## src/rtl/cam_frame_tx.sv

```systemverilog
// cam_frame_tx: synthetic OV7670-style camera bus transmitter.
// Emits CAM_PCLK (clk/2), CAM_VSYNC, CAM_HREF and RGB444 pixel bytes
// built from one of four test patterns, one frame per enable request.
module cam_frame_tx #(
  parameter int          H_PIXELS    = 160,
  parameter int          V_LINES     = 120,
  parameter int          H_BLANK     = 40,
  parameter int          VSYNC_LINES = 3,
  parameter int          V_BP_LINES  = 5,
  parameter int          V_FP_LINES  = 2,
  parameter logic [11:0] SOLID_RGB   = 12'hF00
) (
  input  logic       clk,
  input  logic       rst,
  input  logic       enable,
  input  logic [1:0] pattern,
  output logic       CAM_PCLK,
  output logic       CAM_VSYNC,
  output logic       CAM_HREF,
  output logic [7:0] CAM_px_data,
  output logic       frame_done
);

  localparam int LINE_LEN = 2 * H_PIXELS + H_BLANK;
  localparam int BAR_W    = H_PIXELS / 8;

  localparam logic [11:0] COL_LAST = 12'(LINE_LEN - 1);
  localparam logic [11:0] ACT_LAST = 12'(2 * H_PIXELS - 1);
  localparam logic [11:0] VL_LAST  = 12'(V_LINES - 1);

  localparam logic [2:0] ST_IDLE   = 3'd0;
  localparam logic [2:0] ST_VSYNC  = 3'd1;
  localparam logic [2:0] ST_VBP    = 3'd2;
  localparam logic [2:0] ST_ACTIVE = 3'd3;
  localparam logic [2:0] ST_HBLANK = 3'd4;
  localparam logic [2:0] ST_VFP    = 3'd5;

  logic        pclk_q,  pclk_d;
  logic [2:0]  state_q, state_d;
  logic [11:0] col_q,   col_d;
  logic [11:0] line_q,  line_d;
  logic [1:0]  pat_q,   pat_d;
  logic        vsync_q, vsync_d;
  logic        href_q,  href_d;
  logic [7:0]  data_q,  data_d;
  logic        done_q,  done_d;

  logic        tick;
  logic [11:0] phase_last;
  logic [11:0] pix_x;
  logic [11:0] bar_idx;
  logic [2:0]  bar;
  logic [11:0] rgb;

  // Everything except the PCLK toggle advances only on the clk edge where PCLK falls.
  assign tick = pclk_q;

  // Number of line-times minus one spent in the current vertical blanking phase.
  always_comb begin
    phase_last = '0;
    case (state_q)
      ST_VSYNC: phase_last = 12'(VSYNC_LINES - 1);
      ST_VBP:   phase_last = 12'(V_BP_LINES - 1);
      ST_VFP:   phase_last = 12'(V_FP_LINES - 1);
      default:  phase_last = '0;
    endcase
  end

  // Frame sequencer: state, column/line counters, pattern latch, end-of-frame pulse.
  always_comb begin
    pclk_d  = ~pclk_q;
    state_d = state_q;
    col_d   = col_q;
    line_d  = line_q;
    pat_d   = pat_q;
    done_d  = 1'b0;
    if (tick) begin
      case (state_q)
        ST_IDLE: begin
          if (enable) begin
            state_d = ST_VSYNC;
            col_d   = '0;
            line_d  = '0;
            pat_d   = pattern;
          end
        end
        ST_VSYNC, ST_VBP, ST_VFP: begin
          col_d = col_q + 12'd1;
          if (col_q == COL_LAST) begin
            col_d  = '0;
            line_d = line_q + 12'd1;
            if (line_q == phase_last) begin
              line_d = '0;
              case (state_q)
                ST_VSYNC: state_d = ST_VBP;
                ST_VBP:   state_d = ST_ACTIVE;
                default: begin
                  done_d = 1'b1;
                  if (enable) begin
                    state_d = ST_VSYNC;
                    pat_d   = pattern;
                  end else begin
                    state_d = ST_IDLE;
                  end
                end
              endcase
            end
          end
        end
        ST_ACTIVE: begin
          // Column keeps counting through HBLANK so one counter spans the whole line.
          col_d = col_q + 12'd1;
          if (col_q == ACT_LAST) state_d = ST_HBLANK;
        end
        ST_HBLANK: begin
          col_d = col_q + 12'd1;
          if (col_q == COL_LAST) begin
            col_d = '0;
            if (line_q == VL_LAST) begin
              line_d  = '0;
              state_d = ST_VFP;
            end else begin
              line_d  = line_q + 12'd1;
              state_d = ST_ACTIVE;
            end
          end
        end
        default: state_d = ST_IDLE;
      endcase
    end
  end

  // Pixel colour for the position about to be driven (next column / next line).
  always_comb begin
    pix_x   = {1'b0, col_d[11:1]};
    bar_idx = pix_x / 12'(BAR_W);
    bar     = (bar_idx > 12'd7) ? 3'd7 : bar_idx[2:0];
    rgb     = SOLID_RGB;
    case (pat_q)
      2'd0: rgb = SOLID_RGB;
      2'd1: begin
        case (bar)
          3'd0:    rgb = 12'hFFF;
          3'd1:    rgb = 12'hFF0;
          3'd2:    rgb = 12'h0FF;
          3'd3:    rgb = 12'h0F0;
          3'd4:    rgb = 12'hF0F;
          3'd5:    rgb = 12'hF00;
          3'd6:    rgb = 12'h00F;
          default: rgb = 12'h000;
        endcase
      end
      2'd2:    rgb = {pix_x[3:0], line_d[3:0], pix_x[7:4]};
      default: rgb = (pix_x[3] ^ line_d[3]) ? 12'h000 : 12'hFFF;
    endcase
  end

  // Bus outputs are registered from the next state so they change together on a tick.
  always_comb begin
    vsync_d = vsync_q;
    href_d  = href_q;
    data_d  = data_q;
    if (tick) begin
      vsync_d = (state_d == ST_VSYNC);
      href_d  = (state_d == ST_ACTIVE);
      if (state_d == ST_ACTIVE) data_d = col_d[0] ? rgb[7:0] : {4'h0, rgb[11:8]};
      else                      data_d = '0;
    end
  end

  // State and output registers with asynchronous reset.
  always_ff @(posedge clk or posedge rst) begin
    if (rst) begin
      pclk_q  <= 1'b0;
      state_q <= ST_IDLE;
      col_q   <= '0;
      line_q  <= '0;
      pat_q   <= '0;
      vsync_q <= 1'b0;
      href_q  <= 1'b0;
      data_q  <= '0;
      done_q  <= 1'b0;
    end else begin
      pclk_q  <= pclk_d;
      state_q <= state_d;
      col_q   <= col_d;
      line_q  <= line_d;
      pat_q   <= pat_d;
      vsync_q <= vsync_d;
      href_q  <= href_d;
      data_q  <= data_d;
      done_q  <= done_d;
    end
  end

  assign CAM_PCLK    = pclk_q;
  assign CAM_VSYNC   = vsync_q;
  assign CAM_HREF    = href_q;
  assign CAM_px_data = data_q;
  assign frame_done  = done_q;

endmodule

```

## config.mk

```make
export PLATFORM = sky130hd
export DESIGN_NAME = cam_frame_tx
export DESIGN_NICKNAME = d
export VERILOG_FILES = /design/src/rtl/cam_frame_tx.sv
export SDC_FILE = /design/constraint.sdc
export NUM_CORES = 1
export LEC_CHECK = 0
export ABC_CLOCK_PERIOD_IN_PS = 3760
export CAP_MARGIN = 20
export CORE_MARGIN = 2
export CORE_UTILIZATION = 45
export DETAILED_ROUTE_END_ITERATION = 12
export PLACE_DENSITY = 0.59
export SLEW_MARGIN = 20
export SYNTH_ARGS = -nofsm -noshare
export SYNTH_HDL_FRONTEND = slang
export SYNTH_SLANG_ARGS = --single-unit
```

## constraint.sdc

```tcl
create_clock -name clk -period 3.76 [get_ports clk]
set_clock_uncertainty 0.05 [all_clocks]
set_input_delay 0.752 -clock clk [delete_from_list [all_inputs] [get_ports clk]]
set_output_delay 0.752 -clock clk [all_outputs]
set_load 0.005 [all_outputs]
```

==> results.txt, run 1 <==
- CTS saw 41 sinks.
* Class of the worst hold path: register to register
- Setup slack closes at 0.0345 ns.
- Measured on the finished design, the core utilization comes to 60.4%.
* Post-synthesis cell area: 0.00312 mm²
- The first global-routing pass estimated 13.8 mm of wire.
- Number of nets in the synthesized netlist: 387
* Synthesized instance count: 380
- Maximum number of pins on one net before global-route repair: 25
- Leakage power figure: 1.75 nW
* DRC violation count after routing: 0
* Count of antenna-violating nets left after detailed routing: 0
- CTS placed an instance of sky130_fd_sc_hd__clkbuf_8 at the clock tree root.
- Type of the worst setup path: register to register
- Measured in cells, the most critical reg-to-reg path has a length of 18.
* Buffers added on ports: 16
- Nature of the critical path startpoint: register
- Area added between synthesis and finish: 30.9%
- Tightest Pin Transition: 0.683 ns
* Reg-to-reg slack, setup: 0.03 ns
- The worst hold path terminates at CAM_VSYNC.
- Vias in the first global route: 2712
- # rows: 30
* Areal power density over the cells: 185 mW/mm²
- For this design the top-level I/O count stands at 17.
* Post-Place Worst Slack: -0.189 ns
- Proportion of synthesized flip-flops having asynchronous set or reset: 100%
- Data on the critical path arrives at its endpoint at 3.86 ns.
- The worst hold path begins at CAM_VSYNC.
- Fraction of final layout cells sized beyond drive strength 1: 29.4%
* Number of fill cells: 596
- After detailed routing, the total wire length is 8.75 mm.
- In this run the number of H-tree levels came out at 2.
- Across the run, the number of max-cap violations was 0.
- The placed instances occupy a cell area of 0.00370 mm².
- Crit path max fanout: 5
- Run status: finished clean
* Placer congestion estimate: 0.806
- GR Overflow Total: 0
- Average via count per standard cell: 5.89
- Yosys printed 0 warnings.
- The number of antenna violations at the first check in global routing is 0.
- R2r startpoint: col_q[1]
* Post-route cell area: 0.00408 mm²
- Summing all flip-flop and latch instances after layout gives 0.00103 mm².
- Final critical path time including I/O delays and setup: 3.73 ns
- Worst slew margin: 54.4%
- WL per Instance: 16.4 µm
- In this run, the number of DRC markers left after iteration 0 of detailed routing was 229.
- Number of hold-repair buffers added at the cts stage: 0
- Based on the critical path, the design can be clocked at up to 268 MHz.
- The die is 87.3 µm wide.
- The number of antenna diodes in the final layout is 0.
- Post-detailed-placement half-perimeter wirelength: 6.15 mm
- Capturing point of the worst reg2reg path: CAM_px_data[3]
* Buffers from clock root to sink, at most: 2
- The worst path uses 99.1% of the clock period.
- Number of buffers created by CTS: 5
- GR Util All Layers: 22.9%
- The multi-input combinational cells in the finished layout cover a total of 0.00210 mm².
* Area of the die: 0.00761 mm²
- Part of the Yosys area used for sequential elements: 32.9%
- TritonCTS built the clock tree.
* Required time reported for the critical path endpoint: 3.89 ns
- Synthesized area divided by synthesized cell count: 8.21 µm²
- Die Span Y: 87.3 µm
- For the worst-skew pair, the clock arrives at the later sink with an insertion delay of 0.29 ns.
- IR analysis of the VDD net gives a maximum drop of 162 µV.
- Endpoint kind of the worst setup timing path: register
- The number of max-slew violations in the final report came to 0.
* Dominant register cell in the synthesized netlist: sky130_fd_sc_hd__dfrtp_1
- The final hold violation count is 0.
- The core region is 0.00676 mm².
- For this block, the via count after detailed routing is 3132.
* Initial core utilization: 46.2%
- First-pass detailed-route iteration total: 4
* Synthesis-stage register bit count: 41
* Final setup violation count: 0
* Synth cell types: 69
* Final net count: 458
- Along the worst hold path, the cell count comes to 1.
- Counting flops with a built-in enable in the synthesized netlist gives 0.
* Clock slew seen by the registers of the worst setup and hold paths: 0.08 ns
==> critical path, stage by stage, from the launching register on <==
cell                        delay (ns)
sky130_fd_sc_hd__dfrtp_1          0.41
sky130_fd_sc_hd__ha_2             0.20
sky130_fd_sc_hd__and3_4           0.16
sky130_fd_sc_hd__nand4b_1         0.16
sky130_fd_sc_hd__a31oi_4          0.14
sky130_fd_sc_hd__buf_4            0.17
sky130_fd_sc_hd__buf_4            0.12
sky130_fd_sc_hd__buf_4            0.14
sky130_fd_sc_hd__a31oi_2          0.23
sky130_fd_sc_hd__o32ai_4          0.16
sky130_fd_sc_hd__or3_1            0.35
sky130_fd_sc_hd__a211o_1          0.34
sky130_fd_sc_hd__o311ai_4         0.14
sky130_fd_sc_hd__buf_4            0.19
sky130_fd_sc_hd__o2111ai_1        0.12
sky130_fd_sc_hd__o211ai_1         0.14
sky130_fd_sc_hd__o21ai_2          0.13
sky130_fd_sc_hd__a21oi_1          0.18
sky130_fd_sc_hd__o2bb2ai_1        0.08
==> layer usage <==
layer,global-route usage (%),routed length [µm],vias to the layer above
met5,0,0,-
met4,4.20,47,0
met3,3.79,432,6
met2,32.4,3940,77
met1,36.6,4330,1497
li1,-,-,1552
==> worst max-delay path by stage <==
stage               depth (start not counted)  slack (ns)  startpoint        endpoint
finish                                     18        0.03    col_q[1]  CAM_px_data[3]
global route                               20       -0.07    col_q[1]  CAM_px_data[1]
CTS                                        16        0.01    col_q[1]  CAM_px_data[3]
detailed placement                         14       -0.19      enable  CAM_px_data[3]
global placement                           14       -0.14      enable  CAM_px_data[2]
floorplan                                  16        0.47    col_q[0]  CAM_px_data[2]
==> power by group <==
part	internal, mW	switching [mW]	total, mW	leakage (nW)
sequential	0.440	0	0.440	0.517
clock	0.131	0.165	0.296	0.0374
combinational	0.00597	0.0108	0.0168	1.19
total	0.577	0.176	0.754	1.75
==> cell usage in the layout (no fill, tap or decap), types with 3 or more instances in the layout <==
cell type                         synthesis  routed
sky130_fd_sc_hd__xnor2_1                  8       8
sky130_fd_sc_hd__dfrtp_1                 41      40
sky130_fd_sc_hd__inv_1                   14      12
sky130_fd_sc_hd__o31ai_1                  3       3
sky130_fd_sc_hd__and3_1                   9       8
sky130_fd_sc_hd__clkinvlp_4               0       3
sky130_fd_sc_hd__a21oi_2                  2       6
sky130_fd_sc_hd__nand2_1                 36      34
sky130_fd_sc_hd__o211ai_1                 5       5
sky130_fd_sc_hd__and2_1                   4       4
sky130_fd_sc_hd__nor3_1                  10      10
sky130_fd_sc_hd__nand2b_1                 5       5
sky130_fd_sc_hd__xor2_1                   9       9
sky130_fd_sc_hd__clkdlybuf4s50_1          0      16
sky130_fd_sc_hd__clkbuf_8                 0       5
sky130_fd_sc_hd__mux2_2                   3       3
sky130_fd_sc_hd__o21ai_1                 12      11
sky130_fd_sc_hd__inv_2                    4       5
sky130_fd_sc_hd__a211oi_1                 7       4
sky130_fd_sc_hd__a22o_1                   3       3
sky130_fd_sc_hd__and4_1                   4       4
sky130_fd_sc_hd__a211oi_2                 0       3
sky130_fd_sc_hd__nand4_1                  7       7
sky130_fd_sc_hd__buf_4                    1      67
sky130_fd_sc_hd__nand3_1                 16      16
sky130_fd_sc_hd__o2bb2ai_1                7       7
sky130_fd_sc_hd__nor2_1                  37      36
sky130_fd_sc_hd__o21ai_2                  2       4
sky130_fd_sc_hd__a211o_1                  4       4
sky130_fd_sc_hd__a21oi_1                 20      15
sky130_fd_sc_hd__a221o_1                  5       5
sky130_fd_sc_hd__o21ai_0                 21      20
sky130_fd_sc_hd__nor3b_1                  6       4
sky130_fd_sc_hd__nor4_1                   5       3
sky130_fd_sc_hd__o21bai_1                 3       3
==> Yosys cell counts, types with 4 or more instances <==
| cell | instances | area [µm²] |
|---|---|---|
| sky130_fd_sc_hd__dfrtp_1 | 41 | 1030 |
| sky130_fd_sc_hd__nor2_1 | 37 | 139 |
| sky130_fd_sc_hd__nand2_1 | 36 | 135 |
| sky130_fd_sc_hd__o21ai_0 | 21 | 105 |
| sky130_fd_sc_hd__a21oi_1 | 20 | 100 |
| sky130_fd_sc_hd__nand3_1 | 16 | 80.1 |
| sky130_fd_sc_hd__inv_1 | 14 | 52.6 |
| sky130_fd_sc_hd__clkbuf_1 | 12 | 45.0 |
| sky130_fd_sc_hd__o21ai_1 | 12 | 60.1 |
| sky130_fd_sc_hd__nor3_1 | 10 | 50.1 |
| sky130_fd_sc_hd__and3_1 | 9 | 56.3 |
| sky130_fd_sc_hd__xor2_1 | 9 | 78.8 |
| sky130_fd_sc_hd__buf_2 | 8 | 40.0 |
| sky130_fd_sc_hd__xnor2_1 | 8 | 70.1 |
| sky130_fd_sc_hd__a211oi_1 | 7 | 52.6 |
| sky130_fd_sc_hd__nand4_1 | 7 | 43.8 |
| sky130_fd_sc_hd__o2bb2ai_1 | 7 | 61.3 |
| sky130_fd_sc_hd__nor3b_1 | 6 | 45.0 |
| sky130_fd_sc_hd__a221o_1 | 5 | 50.1 |
| sky130_fd_sc_hd__nand2b_1 | 5 | 31.3 |
| sky130_fd_sc_hd__nor4_1 | 5 | 31.3 |
| sky130_fd_sc_hd__o211ai_1 | 5 | 37.5 |
| sky130_fd_sc_hd__a211o_1 | 4 | 35.0 |
| sky130_fd_sc_hd__and2_1 | 4 | 25.0 |
| sky130_fd_sc_hd__and4_1 | 4 | 35.0 |
| sky130_fd_sc_hd__inv_2 | 4 | 15.0 |
==> stage by stage <==
step / hold slack (ns) / total power, mW / cells / TNS (ns)
6_report: 0.449 / 0.754 / 532 / 0
3_3_place_gp: 0.423 / 0.466 / 510 / -0.956
5_1_grt: 0.478 / 0.781 / 532 / -0.182
2_1_floorplan: 0.428 / 0.456 / 380 / 0
4_1_cts: 0.451 / 0.761 / 522 / 0
3_5_place_dp: 0.426 / 0.467 / 510 / -1.25
==> flip-flops by register name, summed over array words and instances, names as in the netlist <==
| register | count |
|---|---|
| frame_done | 1 |
| CAM_px_data | 8 |
| pat_q | 2 |
| state_q | 3 |
| CAM_PCLK | 1 |
| CAM_HREF | 1 |
| col_q | 12 |
| line_q | 12 |
| CAM_VSYNC | 1 |
==> layout make-up <==
type,count,share of cell area (%)
multi-input combinational,299,51.5
sequential,41,25.2
timing repair buffer,85,16.8
tap,80,2.45
clock buffer,6,1.78
inverter,18,1.72
clock inverter,2,0.368
timing repair inverter,1,0.184
==> cells by family (layout without fill, tap and decap cells) <==
group	Yosys count	in the layout	share of synthesized area, %
and+or+nand+nor	152	152	25.2
AOI/OAI and AO/OA	123	123	29.1
adders and majority gates	3	3	1.12
muxes	4	4	1.40
buffers and inverters	40	112	5.50
DFF	41	41	32.9
xor gates and xnor gates	17	17	4.77
==> what timing repair did <==
action                                  in CTS  in global routing
resized for setup                            4                 38
pin swaps                                    1                 12
setup buffers                                4                  9
endpoints found under the setup margin       8                  8
gates cloned                                 0                  1
Power figures use the tool's default switching activity.
==> run 2, diff against run 1 <==
Settings changed: DONT_BUFFER_PORTS set to 1, PLACE_DENSITY 0.59 to 0.56.
==> run 2 against run 1 <==
Final cell count shrank 10%. Cell area fell by 12%. Register-to-register slack better by 0.18 ns. Worst hold slack worse by 0.11 ns. First-iteration DRC count up 15%. Global-route usage shrank 0.53 points. Combinational power down 39%. Power fell by 0.18%. Die area unchanged. Critical endpoint is now CAM_px_data[1]. Largest power group unchanged.
==> results.txt, run 2 (synthesized netlist as in run 1, its figures left out) <==
- The critical path is of the register to register type.
- The number of antenna violations at the first check in global routing was 0.
- In this run the remaining antenna-violating nets after routing total 0.
- The number of max-slew violations in the final report came to 0.
- Filler-free cell count of the finished design: 477
- Counting tap cells, the placed design contains a total of 467 instances.
- 0 antenna diodes ended up in the layout.
* GR Overflow Total: 0
- Final net count: 403
* Tightest Pin Transition: 0.830 ns
- In this run the worst path has a maximum fanout of 11.
* Area of the core region: 0.00676 mm²
- Static timing analysis puts the maximum clock frequency at 282 MHz.
* Post-Place Worst Slack: 0.0316 ns
- Initial DRC count: 264
* Placer congestion estimate: 0.941
* CP arrival: 3.72 ns
- After layout, the worst setup slack is 0.211 ns.
- Setup repair after global routing could not meet its margin everywhere.
* Vias in the first global route: 2669
* Run status: finished clean
- The first detailed-routing pass ran for 5 iterations.
* Area of the die: 0.00761 mm²
- Multi-input combinational cell area: 0.00205 mm²
- Maximum level of the CTS H-tree: 2
- From bottom edge to top edge, the die measures 87.3 µm.
* GR Util All Layers: 22.4%
- Final core utilization: 53.1%
- Setup violations remaining at the end of the flow were counted as 0.
- Number of hold violations in the final report: 0
- Initial core utilization: 46.2%
- Horizontal die dimension: 87.3 µm
* Post-detailed-placement half-perimeter wirelength: 5.79 mm
- Cell chosen for the clock root: sky130_fd_sc_hd__clkbuf_8
- The initialized floorplan defines 30 standard-cell rows.
- Fraction of the cycle the final worst path needs: 94.4%
- Across the whole layout, storage elements account for 0.00103 mm².
* Total number of vias: 2908
* Average via count per standard cell: 6.10
- Clock latency on the worst-skew pair, taken at its later pin, is 0.30 ns.
- Sinks on Clock Net: 41
- Endpoint kind of the worst setup timing path: register
- Max-cap violations in this run came to 0.
* Fraction of final layout cells sized beyond drive strength 1: 21.2%
- Maximum number of pins on one net before global-route repair: 24
- Area added between synthesis and finish: 15.0%
* Number of fill cells: 631
* Required time reported for the critical path endpoint: 3.93 ns
* WL per Instance: 16.9 µm
* Number of buffers created by CTS: 5
- Buffers inserted to repair hold after CTS numbered 0.
- Most frequent standard cell in the layout excluding fill and tap cells: sky130_fd_sc_hd__dfrtp_1
- TritonCTS built the clock tree.
- After clock tree synthesis, the clock-pin slew on the worst setup and hold paths is 0.09 ns.
- The tightest min-delay check is of the primary input to asynchronous set/reset pin type.
- Buffers added on ports: 0
- The longest clock path from root to sink contains 2 buffers.
- Io pins: 17
* Worst slew margin: 44.3%
- After detailed routing, the number of remaining DRC violations is 0.
- Maximum ir drop on the vdd rail: 168 µV
- Summed over all cells, the static leakage comes to 1.49 nW.
- After routing, the total negative slack on setup checks comes to 0 ns.
- Global-route wire length before repair: 13.5 mm
* Nature of the critical path startpoint: register
- Final Routed Wirelength: 8.08 mm
- Final critical path time including I/O delays and setup: 3.55 ns
* Areal power density over the cells: 210 mW/mm²
- Most used cells in the layout excluding fill and tap cells: sky130_fd_sc_hd__dfrtp_1 (40), sky130_fd_sc_hd__nand2_1 (35), sky130_fd_sc_hd__nor2_1 (35)
-- run 2: changes by cell type in the layout (fill, tap and decap cells not counted), moves of 2 or more --
| cell | change |
|---|---|
| sky130_fd_sc_hd__clkinvlp_4 | -3 |
| sky130_fd_sc_hd__clkinv_4 | +2 |
| sky130_fd_sc_hd__clkdlybuf4s50_1 | -16 |
| sky130_fd_sc_hd__buf_4 | -38 |
| sky130_fd_sc_hd__a21oi_1 | +2 |
-- run 2: path summary, 6_finish.rpt --
kind                             endpoint      startpoint  cells past startpoint  slack [ns]
max                        CAM_px_data[1]        col_q[1]                     16        0.21
min                            line_q[11]             rst                      1        0.34
max reg2reg                CAM_px_data[1]        col_q[1]                     16        0.21
min reg2reg                CAM_px_data[0]  CAM_px_data[0]                      1        0.47
max in group asynchronous       col_q[11]             rst                      2        2.61
min in group clk           CAM_px_data[0]  CAM_px_data[0]                      1        0.47
-- run 2: cell type report --
cell class / count / share of cell area [%]
tap: 80 / 2.79
multi-input combinational: 299 / 57.2
timing repair buffer: 31 / 6.94
sequential: 41 / 28.6
inverter: 18 / 1.88
clock inverter: 3 / 0.628
clock buffer: 5 / 1.92
-- run 2: layer usage --
layer / GRT usage (%) / part of all wire (%) / vias up
met1: 35.9 / 53 / 1371
met5: 0 / 0 / -
met4: 6.15 / 1.1 / 0
met3: 3.89 / 4.7 / 6
li1: - / - / 1445
met2: 30.3 / 41 / 86
-- run 2: per-stage QoR --
step | instance area, µm² | hold slack (ns) | power, mW
2_1_floorplan | 3120 | 0.428 | 0.456
3_5_place_dp | 3330 | 0.451 | 0.461
5_1_grt | 3590 | 0.413 | 0.787
3_3_place_gp | 3330 | 0.449 | 0.460
4_1_cts | 3440 | 0.475 | 0.764
6_report | 3590 | 0.341 | 0.752
-- run 2: timing repair --
item	CTS	global route
endpoints found under the setup margin	1	8
pin swaps	1	8
buffers inserted	1	1
hold endpoints to repair	0	0
gates resized for setup	0	27
-- run 2: critical path, cell delays in order (launching register included) --
cell                        delay (ns)
sky130_fd_sc_hd__dfrtp_1          0.43
sky130_fd_sc_hd__ha_4             0.18
sky130_fd_sc_hd__and3_4           0.15
sky130_fd_sc_hd__nand4b_1         0.15
sky130_fd_sc_hd__a31oi_4          0.12
sky130_fd_sc_hd__buf_12           0.17
sky130_fd_sc_hd__nor3b_1          0.25
sky130_fd_sc_hd__a21oi_2          0.09
sky130_fd_sc_hd__buf_4            0.19
sky130_fd_sc_hd__or3_1            0.37
sky130_fd_sc_hd__a211o_1          0.34
sky130_fd_sc_hd__o311ai_4         0.13
sky130_fd_sc_hd__o2111ai_2        0.20
sky130_fd_sc_hd__o21a_1           0.17
sky130_fd_sc_hd__o31ai_4          0.22
sky130_fd_sc_hd__o21ai_1          0.10
sky130_fd_sc_hd__o2bb2ai_1        0.16
-- run 2: power by group --
| part | leakage (nW) | internal [mW] | switching [mW] |
|---|---|---|---|
| sequential | 0.517 | 0.440 | 0 |
| combinational | 0.928 | 0.00114 | 0.00906 |
| clock | 0.0481 | 0.132 | 0.170 |
| total | 1.49 | 0.573 | 0.179 |
==> run 3, diff against run 2 <==
Settings changed: GPL_TIMING_DRIVEN set to 0.
==> run 3 against run 2 <==
Critical path depth unchanged. Sequential power about the same. Clock-buffer cell count unchanged. Utilization up 5.5 points.
==> results.txt, run 3 (synthesized netlist as in run 1, its figures left out) <==
- Run status: finished clean
- Dividing total power by cell area gives a power density of 189 mW/mm².
* Area of the die: 0.00761 mm²
* Post-route cell area: 0.00396 mm²
- Number of buffers created by CTS: 5
- Of the cells placed in the final design, the portion with a size suffix greater than 1 is 29.5%.
* Post-Place Worst Slack: -0.122 ns
- Maximum level of the CTS H-tree: 2
- Once the floorplan was initialized, standard cells occupied 46.2% of the core.
- The library cells used most frequently in the layout, excluding fill and tap cells, are sky130_fd_sc_hd__dfrtp_1 (38), sky130_fd_sc_hd__nand2_1 (35), sky130_fd_sc_hd__nor2_1 (34).
- The worst path uses 99.0% of the clock period.
* Die Span Y: 87.3 µm
- Kind of cell with the highest combined delay on the critical path: compound AO/OA/AOI/OAI gates
- Tightest Pin Transition: 0.866 ns
- Max-cap violations in this run came to 0.
- Placed Instance Area: 0.00324 mm²
- RSZ-0062 raised after global routing: true
- The root buffer cell chosen for the clock tree is sky130_fd_sc_hd__clkbuf_8.
- Count of antenna-violating nets left after detailed routing: 0
- The number of antenna diodes in the final layout is 0.
- IR analysis of the VDD net gives a maximum drop of 213 µV.
- In this run the static leakage power is 1.63 nW.
- WL per Instance: 18.2 µm
- Final net count: 426
- The worst pin sits at a relative slew slack of 41.7%.
- In this run the worst path has a maximum fanout of 5.
* GR Overflow Total: 0
* Pins over their slew limit: 0
* Critical-path cell with the highest stage delay: sky130_fd_sc_hd__dfrtp_1
- Cells traversed along the worst timing path: ha_4 > and3_4 > nand4b_1 > a31oi_4 > buf_6 > o21ai_2 > a21oi_2 > inv_2 > maj3_2 > o221ai_4 > a211o_1 > nand2_2 > o41ai_4 > a21oi_4 > a21oi_2 > o2bb2ai_1
- Most frequent standard cell in the layout excluding fill and tap cells: sky130_fd_sc_hd__dfrtp_1
* Io pins: 17
* CP arrival: 3.85 ns
- Average via count per standard cell: 6.22
* # rows: 30
- In this run the tool buffered the top-level ports with 0 buffer cells.
- Together, buffers and inverters on the worst path number 2.
- Endpoint kind of the worst setup timing path: register
- Timing would allow up to 269 MHz.
- Total number of vias: 3111
- Setup violations remaining at the end of the flow were counted as 0.
* Initial DRC count: 268
- Delay of the slowest cell on the worst path: 0.43 ns
- At the later pin of the worst-skew pair, clock insertion delay measures 0.30 ns.
* First-pass detailed-route iteration total: 5
* Fin Setup TNS: 0 ns
- Entering global routing, the biggest net connects 34 pins.
* Clock tree from TritonCTS: built
- STA puts the critical path data required time at 3.89 ns.
* Initial antenna violation count: 0
* Type of the worst setup path: register to register
- Placer congestion estimate: 0.855
- Cell type with the highest occurrence count on the critical path: sky130_fd_sc_hd__a21oi_2
* Post-detailed-placement half-perimeter wirelength: 5.78 mm
- For this run, the total global-route usage over all layers was measured as 22.8%.
* Startpoint of the most critical setup path: col_q[1]
- The via count of the first global-routing pass came to 2681.
* Clock slew seen by the registers of the worst setup and hold paths: 0.08 ns
* Dpl cells: 461
* DRC violation count after routing: 0
- Worst hold-check slack: 0.183 ns
- The routed design could run at a clock period as short as 3.72 ns.
- Sinks on Clock Net: 41
- The final hold violation count came to 0.
- Area added between synthesis and finish: 26.9%
- Filler-free cell count of the finished design: 500
* Nature of the critical path startpoint: register
- Across all setup checks in the final design, the least slack found is 0.0380 ns.
- Total power after layout: 0.746 mW
- Buffers from clock root to sink, at most: 2
* Class of the worst hold path: primary input to asynchronous set/reset pin
- Area of the core region: 0.00676 mm²
- For this run, the share of the core covered by cells in the final layout is 58.6%.
* Global-route wire length before repair: 13.6 mm
- Horizontal die dimension: 87.3 µm
- The routed design has 9.10 mm of wire.
* R2r startpoint: col_q[1]
## run 3: power breakdown
part | internal, mW | total (mW) | switching, mW
sequential | 0.440 | 0.440 | 0
clock | 0.132 | 0.294 | 0.162
combinational | 0.00262 | 0.0120 | 0.00936
## run 3: cell type report
cell class                 instances  area [µm²]
clock buffer                       5        68.8
tap                               80         100
sequential                        41        1030
timing repair buffer              34         307
inverter                          18        72.6
multi-input combinational        299        2220
clock inverter                     3        22.5
fill                             609        2800
buffer                            20         136
## run 3: worst reg2reg max path, cell delays in order, from the launching register on
cell                        delay, ns
sky130_fd_sc_hd__dfrtp_1         0.43
sky130_fd_sc_hd__ha_4            0.17
sky130_fd_sc_hd__and3_4          0.19
sky130_fd_sc_hd__nand4b_1        0.16
sky130_fd_sc_hd__a31oi_4         0.30
sky130_fd_sc_hd__buf_6           0.16
sky130_fd_sc_hd__o21ai_2         0.06
sky130_fd_sc_hd__a21oi_2         0.24
sky130_fd_sc_hd__inv_2           0.10
sky130_fd_sc_hd__maj3_2          0.36
sky130_fd_sc_hd__o221ai_4        0.25
sky130_fd_sc_hd__a211o_1         0.24
sky130_fd_sc_hd__nand2_2         0.12
sky130_fd_sc_hd__o41ai_4         0.42
sky130_fd_sc_hd__a21oi_4         0.10
sky130_fd_sc_hd__a21oi_2         0.17
sky130_fd_sc_hd__o2bb2ai_1       0.09
## run 3: routing by layer
layer / vias up / routed length [µm] / GRT usage (%) / part of all wire [%]
li1: 1497 / - / - / -
met1: 1494 / 4480 / 36.2 / 49
met2: 98 / 3900 / 31.0 / 43
met3: 22 / 548 / 4.08 / 6.0
met4: 0 / 172 / 6.99 / 1.9
met5: - / 0 / 0 / 0
## run 3: timing repair
| item | CTS | global route |
|---|---|---|
| hold buffers | 0 | 0 |
| resized for setup | 15 | 72 |
| pin swaps | 7 | 34 |
| setup endpoints to repair | 8 | 8 |
| setup buffers | 6 | 24 |
| gates cloned | 0 | 3 |
## run 3: worst paths after layout
path / end / slack [ns] / cells past startpoint
worst min-delay path: CAM_px_data[4] / 0.18 / 1
worst min register to register: CAM_VSYNC / 0.47 / 1
worst max register to register: CAM_px_data[3] / 0.04 / 16
max in group asynchronous: col_q[11] / 3.03 / 2
worst max-delay path: CAM_px_data[3] / 0.04 / 16
min in group clk: CAM_VSYNC / 0.47 / 1
==> patch (flow settings as in run 1) <==
Remove the register `done_q`: a continuous assignment takes its place, so the output `frame_done` follows one clock earlier.
--- a/src/rtl/cam_frame_tx.sv
+++ b/src/rtl/cam_frame_tx.sv
@@ -179,7 +179,6 @@
       vsync_q <= 1'b0;
       href_q  <= 1'b0;
       data_q  <= '0;
-      done_q  <= 1'b0;
     end else begin
       pclk_q  <= pclk_d;
       state_q <= state_d;
@@ -189,9 +188,10 @@
       vsync_q <= vsync_d;
       href_q  <= href_d;
       data_q  <= data_d;
-      done_q  <= done_d;
     end
   end
+
+  assign done_q = done_d;
 
   assign CAM_PCLK    = pclk_q;
   assign CAM_VSYNC   = vsync_q;
Check against the original RTL: no difference found for any inputs over 10 cycles, from zero or initial values and one cycle with rst high; that may be too few to reach the edited logic, so the function may still have changed.
==> patch against run 1 <==
The flow now finishes with violations (negative setup slack). Critical path depth fell by 5. Power rose by 8.7%. Die area rose by 0.95%. Largest power group unchanged. Design area rose by 1.4%. Synthesized cell count rose by 3.2%. Wire length rose by 6.0%. First-iteration DRC count fell by 22%. Count of clock-buffer cells in the layout fell by 1. Setup slack got worse by 0.23 ns. Sequential power fell by 2%. Sequential cell count fell by 1. Synthesized area rose by 1.0%. Highest routed layer unchanged.
==> patch: results (changes against run 1) <==
drt:
  vias: 3333  # +6.4%
  first_pass_iters: 5  # +1
  vias_per_cell: 5.89  # about the same
  drt-initial-drc-count: 178  # -22%
  wl_per_cell_um: 16.4  # -0.38%
cells_and_area:
  fillCellCount: 616  # +3.4%
  drive_gt1_share_pct: 26.8  # -2.6 points
  nets: 476  # +3.9%
placement:
  place_ws_ns: -0.176  # +0.0131 ns
  numPlacedInstances: 553  # +8.4%
  port_buffers: 16  # unchanged
  gp_congestion: 0.882  # +9.5%
  dp_hpwl_um: 7050  # +14%
critical_path:
  reg2reg_depth: 13  # -5
  worst_ep_arrival_time_ns: 4.09  # +0.23 ns
  cpMaxStageDelayCell: "or4b_4"
  crit_start: "col_q[11]$_DFF_PP0_"
  reg2reg_to: "CAM_px_data[1]$_DFFE_PP0P_"
  path_max_fanout: 6  # +1
  cpPeakStageDelay_ns: 0.56  # +0.15 ns
timing:
  setup_viol: 8  # +8
  layout_setup_ws_ns: -0.191  # -0.225 ns
  slew_headroom_pct: 36.1  # -18 points
  timing.setup.tns_ns: -0.997  # -0.997 ns
synth:
  synth_commonest_cells: "dfrtp_1 (40), nand2_1 (40), nor2_1 (40), o21ai_0 (33), a21oi_1 (19)"
  ys_seq_area_share_pct: 31.8  # -1.1 points
  ys_types: 71  # +2.9%
  synth_edf_count: 0  # unchanged
  synth_nets: 399  # +3.1%
  yosys-top-cells-area: "dfrtp_1 (32%), o21ai_0 (5.2%), nand2_1 (4.8%)"
  avgSynthCellArea_um2: 8.04  # -2.1%
pwr:
  p_leak_nw: 1.77  # +1.3%
  ir_worst_vdd_mv: 0.140  # -14%
grt:
  track_usage_pct: 25.2  # +2.3 points
  grt_max_degree: 41  # +64%
  grt_util_met2_pct: 37.3  # +4.9 points
  grt_use_met3_pct: 3.68  # -0.12 points
  grt_pass1_wl_um: 15300  # +11%
  use_met1_pct: 37.9  # +1.3 points
  grt_pass1_vias: 3090  # +14%
worst_hold_path:
  holdPathStages: 1  # unchanged
  min_to: "CAM_HREF$_DFFE_PP0P_"
  hold_start: "CAM_HREF$_DFFE_PP0P_"
run_status:
  outcome: "finished, violations left"
  violations: "negative setup slack"
clocking:
  max-clock-path-buffers: 2  # unchanged
[patch: critical path: cells and delay by family (launching register included)]
kind                   cells  cell delay [ns]
DFF                        1             0.38
buffers and inverters      1             0.16
muxes                      1             0.35
AOI/OAI and AO/OA          8             1.70
and+or+nand+nor            3             1.19
[patch: area by class of cell]
type / count / area, µm² / share of cell area, %
multi-input cells: 319 / 2110 / 51.0
flip-flops and latches: 40 / 1000 / 24.2
repair buffers: 91 / 743 / 18.0
well taps: 96 / 120 / 2.90
clock buffers: 5 / 68.8 / 1.66
clock inverters: 3 / 47.5 / 1.15
inverters: 12 / 47.5 / 1.15
[patch: metal layers]
| layer | routed length [µm] | part of all wire (%) | up-vias |
|---|---|---|---|
| met5 | 0 | 0 | - |
| met4 | 151 | 1.6 | 0 |
| met3 | 344 | 3.7 | 13 |
| met2 | 4030 | 44 | 74 |
| met1 | 4740 | 51 | 1601 |
| li1 | - | - | 1645 |
[patch: timing repair]
item                       in CTS  in global routing
hold endpoints to repair        0                  0
setup buffers                   2                  3
setup endpoints to repair       8                  9
pin swaps                       6                 14
gates resized for setup         8                 11
[patch: how the worst max path moves through the flow]
stage	end	slack, ns	cells after the start
2_1_floorplan	CAM_px_data[7]$_DFFE_PP0P_	0.0004	14
3_3_place_gp	CAM_px_data[1]$_DFFE_PP0P_	-0.17	14
3_5_place_dp	CAM_px_data[0]$_DFFE_PP0P_	-0.18	13
4_1_cts	CAM_px_data[0]$_DFFE_PP0P_	-0.20	13
5_1_grt	CAM_px_data[1]$_DFFE_PP0P_	-0.32	13
6_report	CAM_px_data[1]$_DFFE_PP0P_	-0.19	13
[patch: metrics by stage]
stage / util (%) / power (mW) / hold WS (ns) / instance area [µm²]
final: 60.9 / 0.819 / 0.435 / 4140
after global routing: 60.9 / 0.843 / 0.461 / 4140
after CTS: 59.8 / 0.823 / 0.438 / 4060
after detailed placement: 57.3 / 0.455 / 0.418 / 3890
after global placement: 57.3 / 0.455 / 0.414 / 3890
after floorplan: - / 0.445 / 0.425 / 3190
[patch: cells by family (layout without fill, tap and decap cells)]
family	Yosys count	in the layout	synth area share, %
and+or+nand+nor	168	168	27.5
AOI/OAI and AO/OA	138	138	31.9
DFF	40	40	31.8
buffers and inverters	33	111	4.77
xor gates and xnor gates	8	8	2.22
muxes	3	3	1.07
adders and majority gates	2	2	0.794
[patch: where the power goes]
part | switching [mW] | internal (mW) | total [mW]
sequential | 0 | 0.430 | 0.430
clock | 0.172 | 0.200 | 0.372
combinational | 0.0109 | 0.00605 | 0.0169
total | 0.183 | 0.636 | 0.819
